--- config.mk ---
export PLATFORM = sky130hd
export DESIGN_NAME = wb_rr_arbiter
export DESIGN_NICKNAME = d
export VERILOG_FILES = /design/src/rtl/wb_rr_arbiter.sv
export SDC_FILE = /design/constraint.sdc
export NUM_CORES = 1
export LEC_CHECK = 0
export ABC_CLOCK_PERIOD_IN_PS = 2100
export CORE_AREA = 8 8 100 102
export CTS_CLUSTER_DIAMETER = 30
export DETAILED_ROUTE_END_ITERATION = 12
export DIE_AREA = 0 0 108 110
export PLACE_DENSITY = 0.72
export RECOVER_POWER = 100
export SYNTH_ARGS = -nofsm -noshare
export SYNTH_HDL_FRONTEND = slang
export SYNTH_SLANG_ARGS = --single-unit
--- constraint.sdc ---
create_clock -name WBs_CLK_i -period 2.1 [get_ports WBs_CLK_i]
set_input_delay 0.63 -clock WBs_CLK_i [delete_from_list [all_inputs] [get_ports WBs_CLK_i]]
set_output_delay 0.63 -clock WBs_CLK_i [all_outputs]
set_load 0.01 [all_outputs]
--- src/rtl/wb_rr_arbiter.sv ---
// Two-requester Wishbone round-robin arbiter with registered grants and a 1-cycle hand-over gap.
// Optional per-transfer watchdog: define WB_RR_ARBITER_TIMEOUT_EN.
module wb_rr_arbiter #(
    parameter int          ADR_WIDTH          = 17,
    parameter int          TIMEOUT_CYCLES     = 15,
    parameter logic [31:0] DEFAULT_READ_VALUE = 32'hBAD_FAB_AC
) (
    input  logic                 WBs_CLK_i,
    input  logic                 WBs_RST_N_i,

    input  logic                 M0_CYC_i,
    input  logic                 M0_STB_i,
    input  logic                 M0_WE_i,
    input  logic [ADR_WIDTH-1:0] M0_ADR_i,
    input  logic [3:0]           M0_BYTE_STB_i,
    input  logic [31:0]          M0_WR_DAT_i,
    output logic [31:0]          M0_RD_DAT_o,
    output logic                 M0_ACK_o,
    output logic                 M0_ERR_o,
    output logic                 M0_GNT_o,

    input  logic                 M1_CYC_i,
    input  logic                 M1_STB_i,
    input  logic                 M1_WE_i,
    input  logic [ADR_WIDTH-1:0] M1_ADR_i,
    input  logic [3:0]           M1_BYTE_STB_i,
    input  logic [31:0]          M1_WR_DAT_i,
    output logic [31:0]          M1_RD_DAT_o,
    output logic                 M1_ACK_o,
    output logic                 M1_ERR_o,
    output logic                 M1_GNT_o,

    output logic                 WBs_CYC_o,
    output logic                 WBs_STB_o,
    output logic                 WBs_WE_o,
    output logic                 WBs_RD_o,
    output logic [ADR_WIDTH-1:0] WBs_ADR_o,
    output logic [3:0]           WBs_BYTE_STB_o,
    output logic [31:0]          WBs_WR_DAT_o,
    input  logic [31:0]          WBs_RD_DAT_i,
    input  logic                 WBs_ACK_i
);

    if (TIMEOUT_CYCLES < 1 || TIMEOUT_CYCLES > 255) begin : g_bad_timeout
        $error("wb_rr_arbiter: TIMEOUT_CYCLES must be in 1..255");
    end

    typedef enum logic [1:0] {IDLE = 2'd0, OWN0 = 2'd1, OWN1 = 2'd2} state_t;

    state_t     state_q, state_d;
    logic       last_q, last_d;
    logic [1:0] gnt_q, gnt_d;
    logic       req0, req1;
    logic       tmo;

    assign req0 = M0_CYC_i & M0_STB_i;
    assign req1 = M1_CYC_i & M1_STB_i;

    // Owners only ever release to IDLE, which guarantees the dead cycle between owners.
    always_comb begin
        state_d = state_q;
        last_d  = last_q;
        unique case (state_q)
            IDLE: begin
                if (req0 && req1) begin
                    state_d = last_q ? OWN0 : OWN1;
                    last_d  = ~last_q;
                end else if (req0) begin
                    state_d = OWN0;
                    last_d  = 1'b0;
                end else if (req1) begin
                    state_d = OWN1;
                    last_d  = 1'b1;
                end
            end
            OWN0:    if (!M0_CYC_i) state_d = IDLE;
            OWN1:    if (!M1_CYC_i) state_d = IDLE;
            default: state_d = IDLE;
        endcase
        gnt_d = {state_d == OWN1, state_d == OWN0};
    end

    always_ff @(posedge WBs_CLK_i or negedge WBs_RST_N_i) begin
        if (!WBs_RST_N_i) begin
            state_q <= IDLE;
            last_q  <= 1'b1;
            gnt_q   <= 2'b00;
        end else begin
            state_q <= state_d;
            last_q  <= last_d;
            gnt_q   <= gnt_d;
        end
    end

    assign M0_GNT_o = gnt_q[0];
    assign M1_GNT_o = gnt_q[1];

`ifdef WB_RR_ARBITER_TIMEOUT_EN
    logic [7:0] cnt_q, cnt_d;
    logic       own_stb;

    // tmo fires on the TIMEOUT_CYCLES-th consecutive strobe cycle without ACK; a real ACK wins.
    always_comb begin
        own_stb = ((state_q == OWN0) & M0_STB_i) | ((state_q == OWN1) & M1_STB_i);
        tmo     = own_stb & ~WBs_ACK_i & (cnt_q == 8'(TIMEOUT_CYCLES - 1));
        cnt_d   = cnt_q;
        if (state_q == IDLE || WBs_ACK_i || tmo) cnt_d = 8'd0;
        else if (own_stb)                        cnt_d = cnt_q + 8'd1;
    end

    always_ff @(posedge WBs_CLK_i or negedge WBs_RST_N_i) begin
        if (!WBs_RST_N_i) cnt_q <= 8'd0;
        else              cnt_q <= cnt_d;
    end
`else
    assign tmo = 1'b0;
`endif

    // Bus mux keys off state_q so an async reset clears the bus in the same cycle.
    always_comb begin
        WBs_CYC_o      = 1'b0;
        WBs_STB_o      = 1'b0;
        WBs_WE_o       = 1'b0;
        WBs_RD_o       = 1'b0;
        WBs_ADR_o      = '0;
        WBs_BYTE_STB_o = 4'h0;
        WBs_WR_DAT_o   = 32'h0;
        M0_ACK_o       = 1'b0;
        M0_ERR_o       = 1'b0;
        M0_RD_DAT_o    = 32'h0;
        M1_ACK_o       = 1'b0;
        M1_ERR_o       = 1'b0;
        M1_RD_DAT_o    = 32'h0;
        unique case (state_q)
            OWN0: begin
                WBs_CYC_o      = M0_CYC_i;
                WBs_STB_o      = M0_STB_i & ~tmo;
                WBs_WE_o       = M0_WE_i;
                WBs_RD_o       = M0_STB_i & ~M0_WE_i & ~tmo;
                WBs_ADR_o      = M0_ADR_i;
                WBs_BYTE_STB_o = M0_BYTE_STB_i;
                WBs_WR_DAT_o   = M0_WR_DAT_i;
                M0_ACK_o       = WBs_ACK_i | tmo;
                M0_ERR_o       = tmo;
                M0_RD_DAT_o    = tmo ? DEFAULT_READ_VALUE : WBs_RD_DAT_i;
            end
            OWN1: begin
                WBs_CYC_o      = M1_CYC_i;
                WBs_STB_o      = M1_STB_i & ~tmo;
                WBs_WE_o       = M1_WE_i;
                WBs_RD_o       = M1_STB_i & ~M1_WE_i & ~tmo;
                WBs_ADR_o      = M1_ADR_i;
                WBs_BYTE_STB_o = M1_BYTE_STB_i;
                WBs_WR_DAT_o   = M1_WR_DAT_i;
                M1_ACK_o       = WBs_ACK_i | tmo;
                M1_ERR_o       = tmo;
                M1_RD_DAT_o    = tmo ? DEFAULT_READ_VALUE : WBs_RD_DAT_i;
            end
            default: ;
        endcase
    end

endmodule

# --- Yosys cells after proc, flatten, opt, wreduce, memory -nomap -nowiden ---
# Cells that the tools add are included.
classes:
  eq_ne: 4
  mux: 21
  bitwise_logic: 7
  reduce_logical: 4
op_table:
  columns: ["operator", "count"]
  rows:
  - ["$mux 32", 2]
  - ["$pmux 32 s2", 1]
  - ["$pmux 17 s2", 1]
  - ["$mux 2", 6]
  - ["$pmux 1 s2", 4]
  - ["$pmux 4 s2", 1]
  - ["$pmux 2 s3", 1]
  - ["$mux 1", 5]
  - ["$and 1x1->1", 4]
  - ["$eq 2x1->1 const B", 2]
  - ["$eq 2x2->1 const B", 2]
  - ["$not 1->1", 3]
  - ["$reduce_bool 3->1", 1]
  - ["$logic_not 2->1", 1]
  - ["$reduce_and 2->1", 1]
  - ["$logic_and 1x1->1", 1]
totals:
  reg_bits: 5
  out_inout_bits: 127

# --- Depth between registers and ports, before layout ---
depth:
  word_depth: 6
  mapped_depth: 7

# --- Worst setup path after synthesis ---
# OpenSTA, ideal clock, no wires.
synth_path:
  path_kind: "register to output"
  from: "reg state_q[0]"
  to: "out WBs_ADR_o[0]"
  arrival_time_ns: 1.385
  t_required_ns: 1.470
  path_slack_ns: 0.085
  stages_incl_launch_ff: 6
  path_buffers: 2
  cell_sequence: "dfrtp_1 > inv_1 > ha_1 > clkbuf_1 > clkbuf_1 > nor2b_1"
synth_via:
  elab_chain_cells: 2
  elab_cells_between_ends: 3
synth_lines:
  columns: ["item", "line", "source"]
  rows:
  - ["from (decl)", "50", "state_t state_q, state_d;"]
  - ["from (signal assigned)", "89", "state_q <= state_d;"]
  - ["$eq 2x2->1 / $eq 2x1->1 (equally long branches)", "134", "unique case (state_q)"]
  - ["$pmux 17 s2 *", "134", null]
  - ["to (decl)", "37", "output logic [ADR_WIDTH-1:0] WBs_ADR_o,"]
# Every way passes the cells marked *; elsewhere a longest branch is shown, timed or not.

# --- Worst setup path after layout ---
layout_path:
  from: "reg state_q[1]"
  to: "out WBs_ADR_o[12]"
# The elaborated chain is that of the path after synthesis.

==> impl_metrics.env <==
export IMPL_hp_start="last_q"
export IMPL_worstHoldPathCells=2
export IMPL_drt_pass1_iterations=4
export IMPL_fin_crit_sh=1.10
export IMPL_clockBufferDepth=2
export IMPL_syn_area_mm2=0.00161
export IMPL_area_delta_synth_final_pct=229
export IMPL_dieHeight_um=110
export IMPL_layout_nets=700
export IMPL_die_w_um=108
export IMPL_rsz0062_at_grt="yes"
export IMPL_dp_cells=609
export IMPL_ff2ff_path_depth=6
export IMPL_async_flop_share=1.00
export IMPL_htreeDepth=1
export IMPL_layout_commonest_cell="clkdlybuf4s50_1"
export IMPL_cellPowerDensity_mw_per_mm2=947
export IMPL_leakage_nw=2.34
export IMPL_final_cell_mix="clkdlybuf4s50_1 (142), buf_2 (81), buf_6 (55)"
export IMPL_violations="negative setup slack"
export IMPL_cts_made_buffers=3
export IMPL_clock_skew_ns=0.00299
export IMPL_status="finished with violations"
export IMPL_grt_antenna_before_repair=0
export IMPL_place_congestion=0.778
export IMPL_cap_violations=0
export IMPL_io_buffers=271
export IMPL_hold_class="reg -> reg"
export IMPL_wl_um=13100
export IMPL_worst_ir_drop_vdd_mv=0.533
export IMPL_clock_root_buffer="clkbuf_8"
export IMPL_drt_iter0_drc=87
export IMPL_grt_ovfl_total=0
export IMPL_synth_ff_type="dfrtp_1"
export IMPL_cts_clk_slew_worst_paths_ns=0.04
export IMPL_insertion_delay_ns=0.22
export IMPL_synth_seq_area_share=0.0784
export IMPL_critPathCaptureType="output pin"
export IMPL_finalWorstPathRequiredPeriod_ns=2.31
export IMPL_slew_violations=0
export IMPL_dp_hpwl_um=9690
export IMPL_synthCells=237
export IMPL_grt_pass1_wl_um=18200
export IMPL_io_pins=274
export IMPL_syn_area_per_cell_um2=6.81
export IMPL_yosys_warnings=0
export IMPL_crit_arrival_ns=1.68
export IMPL_critical_path_peak_fanout=6
export IMPL_via_per_inst=4.60
export IMPL_final_cells=656
export IMPL_timing_fmax_ghz=0.432
export IMPL_criticalPathCategory="reg -> out"
export IMPL_grt_start_max_net_pins=26
export IMPL_initial_core_util=0.191
export IMPL_synth_edf_count=0
export IMPL_ys_types=24
export IMPL_wire_per_inst_um=20.0
export IMPL_cp_cell_sequence="buf_6, ha_4, buf_12, buf_12, buf_6, a22oi_2, nor2b_1, buf_2"
export IMPL_setup_viol=113
export IMPL_critical_path_max_stage_delay_ns=0.40
export IMPL_die_area_mm2=0.0119
export IMPL_finalHoldViolations=0
export IMPL_start_kind="register"
export IMPL_fillers=724
export IMPL_fin_util=0.627
export IMPL_cp_startpoint="state_q[1]"
export IMPL_vias=3017
export IMPL_ys_ff_latch=5
export IMPL_grt_pass1_vias=3243
export IMPL_grt_use_total=0.193
export IMPL_antenna_cells=0
export IMPL_ant_nets=0
export IMPL_required_ns=1.47
export IMPL_row_count=34
export IMPL_ff2ff_setup_slack_ns=0.17
export IMPL_min_to="last_q"
export IMPL_crit_slowest_cell="dfrtp_1"
export IMPL_regToRegEndpoint="gnt_q[1]"
export IMPL_drive_gt1_frac=0.522
export IMPL_cts_tree="built"
export IMPL_core_area_mm2=0.00847
export IMPL_drc=0
export IMPL_final_setup_worst_slack_ns=-0.214
export IMPL_r2r_start="state_q[0]"
export IMPL_clock_sinks=5
-- sequential cells by signal, indices dropped and copies added (netlist names) --
signal and cells:
state_q 2, last_q 1, gnt_q 2
-- stage by stage --
stage                     hold WS (ns)  instance area (µm²)  setup WS (ns)  power, W  setup TNS, ns
final                            0.509                 5310         -0.214   0.00503         -10.92
after CTS                        0.507                 4840         -0.292   0.00450         -12.98
after floorplan                  0.334                 1620         0.0851   0.00171              0
after detailed placement         0.503                 4560         -0.651   0.00359         -42.06
after global routing             0.518                 5310         -0.278   0.00534         -18.03
after global placement           0.497                 4560         -0.660   0.00356         -40.71
-- timing repair --
item	in CTS	in global routing
buffers inserted	23	12
gates resized for setup	565	105
pin swaps	5	15
setup endpoints to repair	123	116
cloned	7	5
hold endpoints to repair	0	0
hold buffers	0	0
-- cell type report --
class / instances / area, µm² / area share
clock buffer: 4 / 45.0 / 0.00848
timing repair buffer: 334 / 3230 / 0.608
tap: 108 / 135 / 0.0254
sequential: 5 / 126 / 0.0238
inverter: 4 / 15.0 / 0.00283
multi-input combinational: 201 / 1760 / 0.332
-- Yosys cell counts, types with 2 or more instances --
library cell / count / area, µm²
clkbuf_1: 21 / 78.8
nand3_1: 2 / 10.0
nor2b_1: 54 / 338
a21boi_0: 3 / 22.5
o21a_1: 2 / 15.0
a22oi_1: 54 / 405
and2_1: 68 / 425
inv_1: 4 / 15.0
buf_2: 5 / 25.0
buf_4: 2 / 15.0
dfrtp_1: 4 / 100
nand2_1: 3 / 11.3
ha_1: 4 / 50.1
-- critical path: cells and delay by family (launching register included) --
family | cells | cell delay [ns]
buf+inv | 5 | 0.64
flops | 1 | 0.40
fa+ha+maj | 1 | 0.19
simple gates | 1 | 0.06
compound gates | 1 | 0.17
-- power breakdown --
group	total [W]	switching (W)	internal (W)
sequential	0.000167	0.0000272	0.000140
clock	0.000176	0.0000461	0.000130
combinational	0.00468	0.00195	0.00273
total	0.00503	0.00203	0.00300
-- logic make-up after synthesis --
kind of cell | after synthesis | share of synthesized area
compound gates | 68 | 0.319
simple gates | 127 | 0.486
flops | 5 | 0.0784
fa+ha+maj | 4 | 0.0310
buf+inv | 32 | 0.0830
other cells | 1 | 0.00233
-- metal layers --
metal  share of wire  GRT usage
met1            0.37      0.210
met2            0.52      0.362
met3           0.093     0.0576
met4           0.015     0.0377
met5               0          0
-- worst max-delay path by stage --
stage / slack [ns] / endpoint
final: -0.21 / WBs_ADR_o[12]
after global routing: -0.28 / WBs_ADR_o[12]
after CTS: -0.29 / WBs_RD_o
after detailed placement: -0.65 / WBs_RD_o
after global placement: -0.66 / WBs_RD_o
after floorplan: 0.09 / WBs_ADR_o[0]
(Power assumes the default switching activity.)
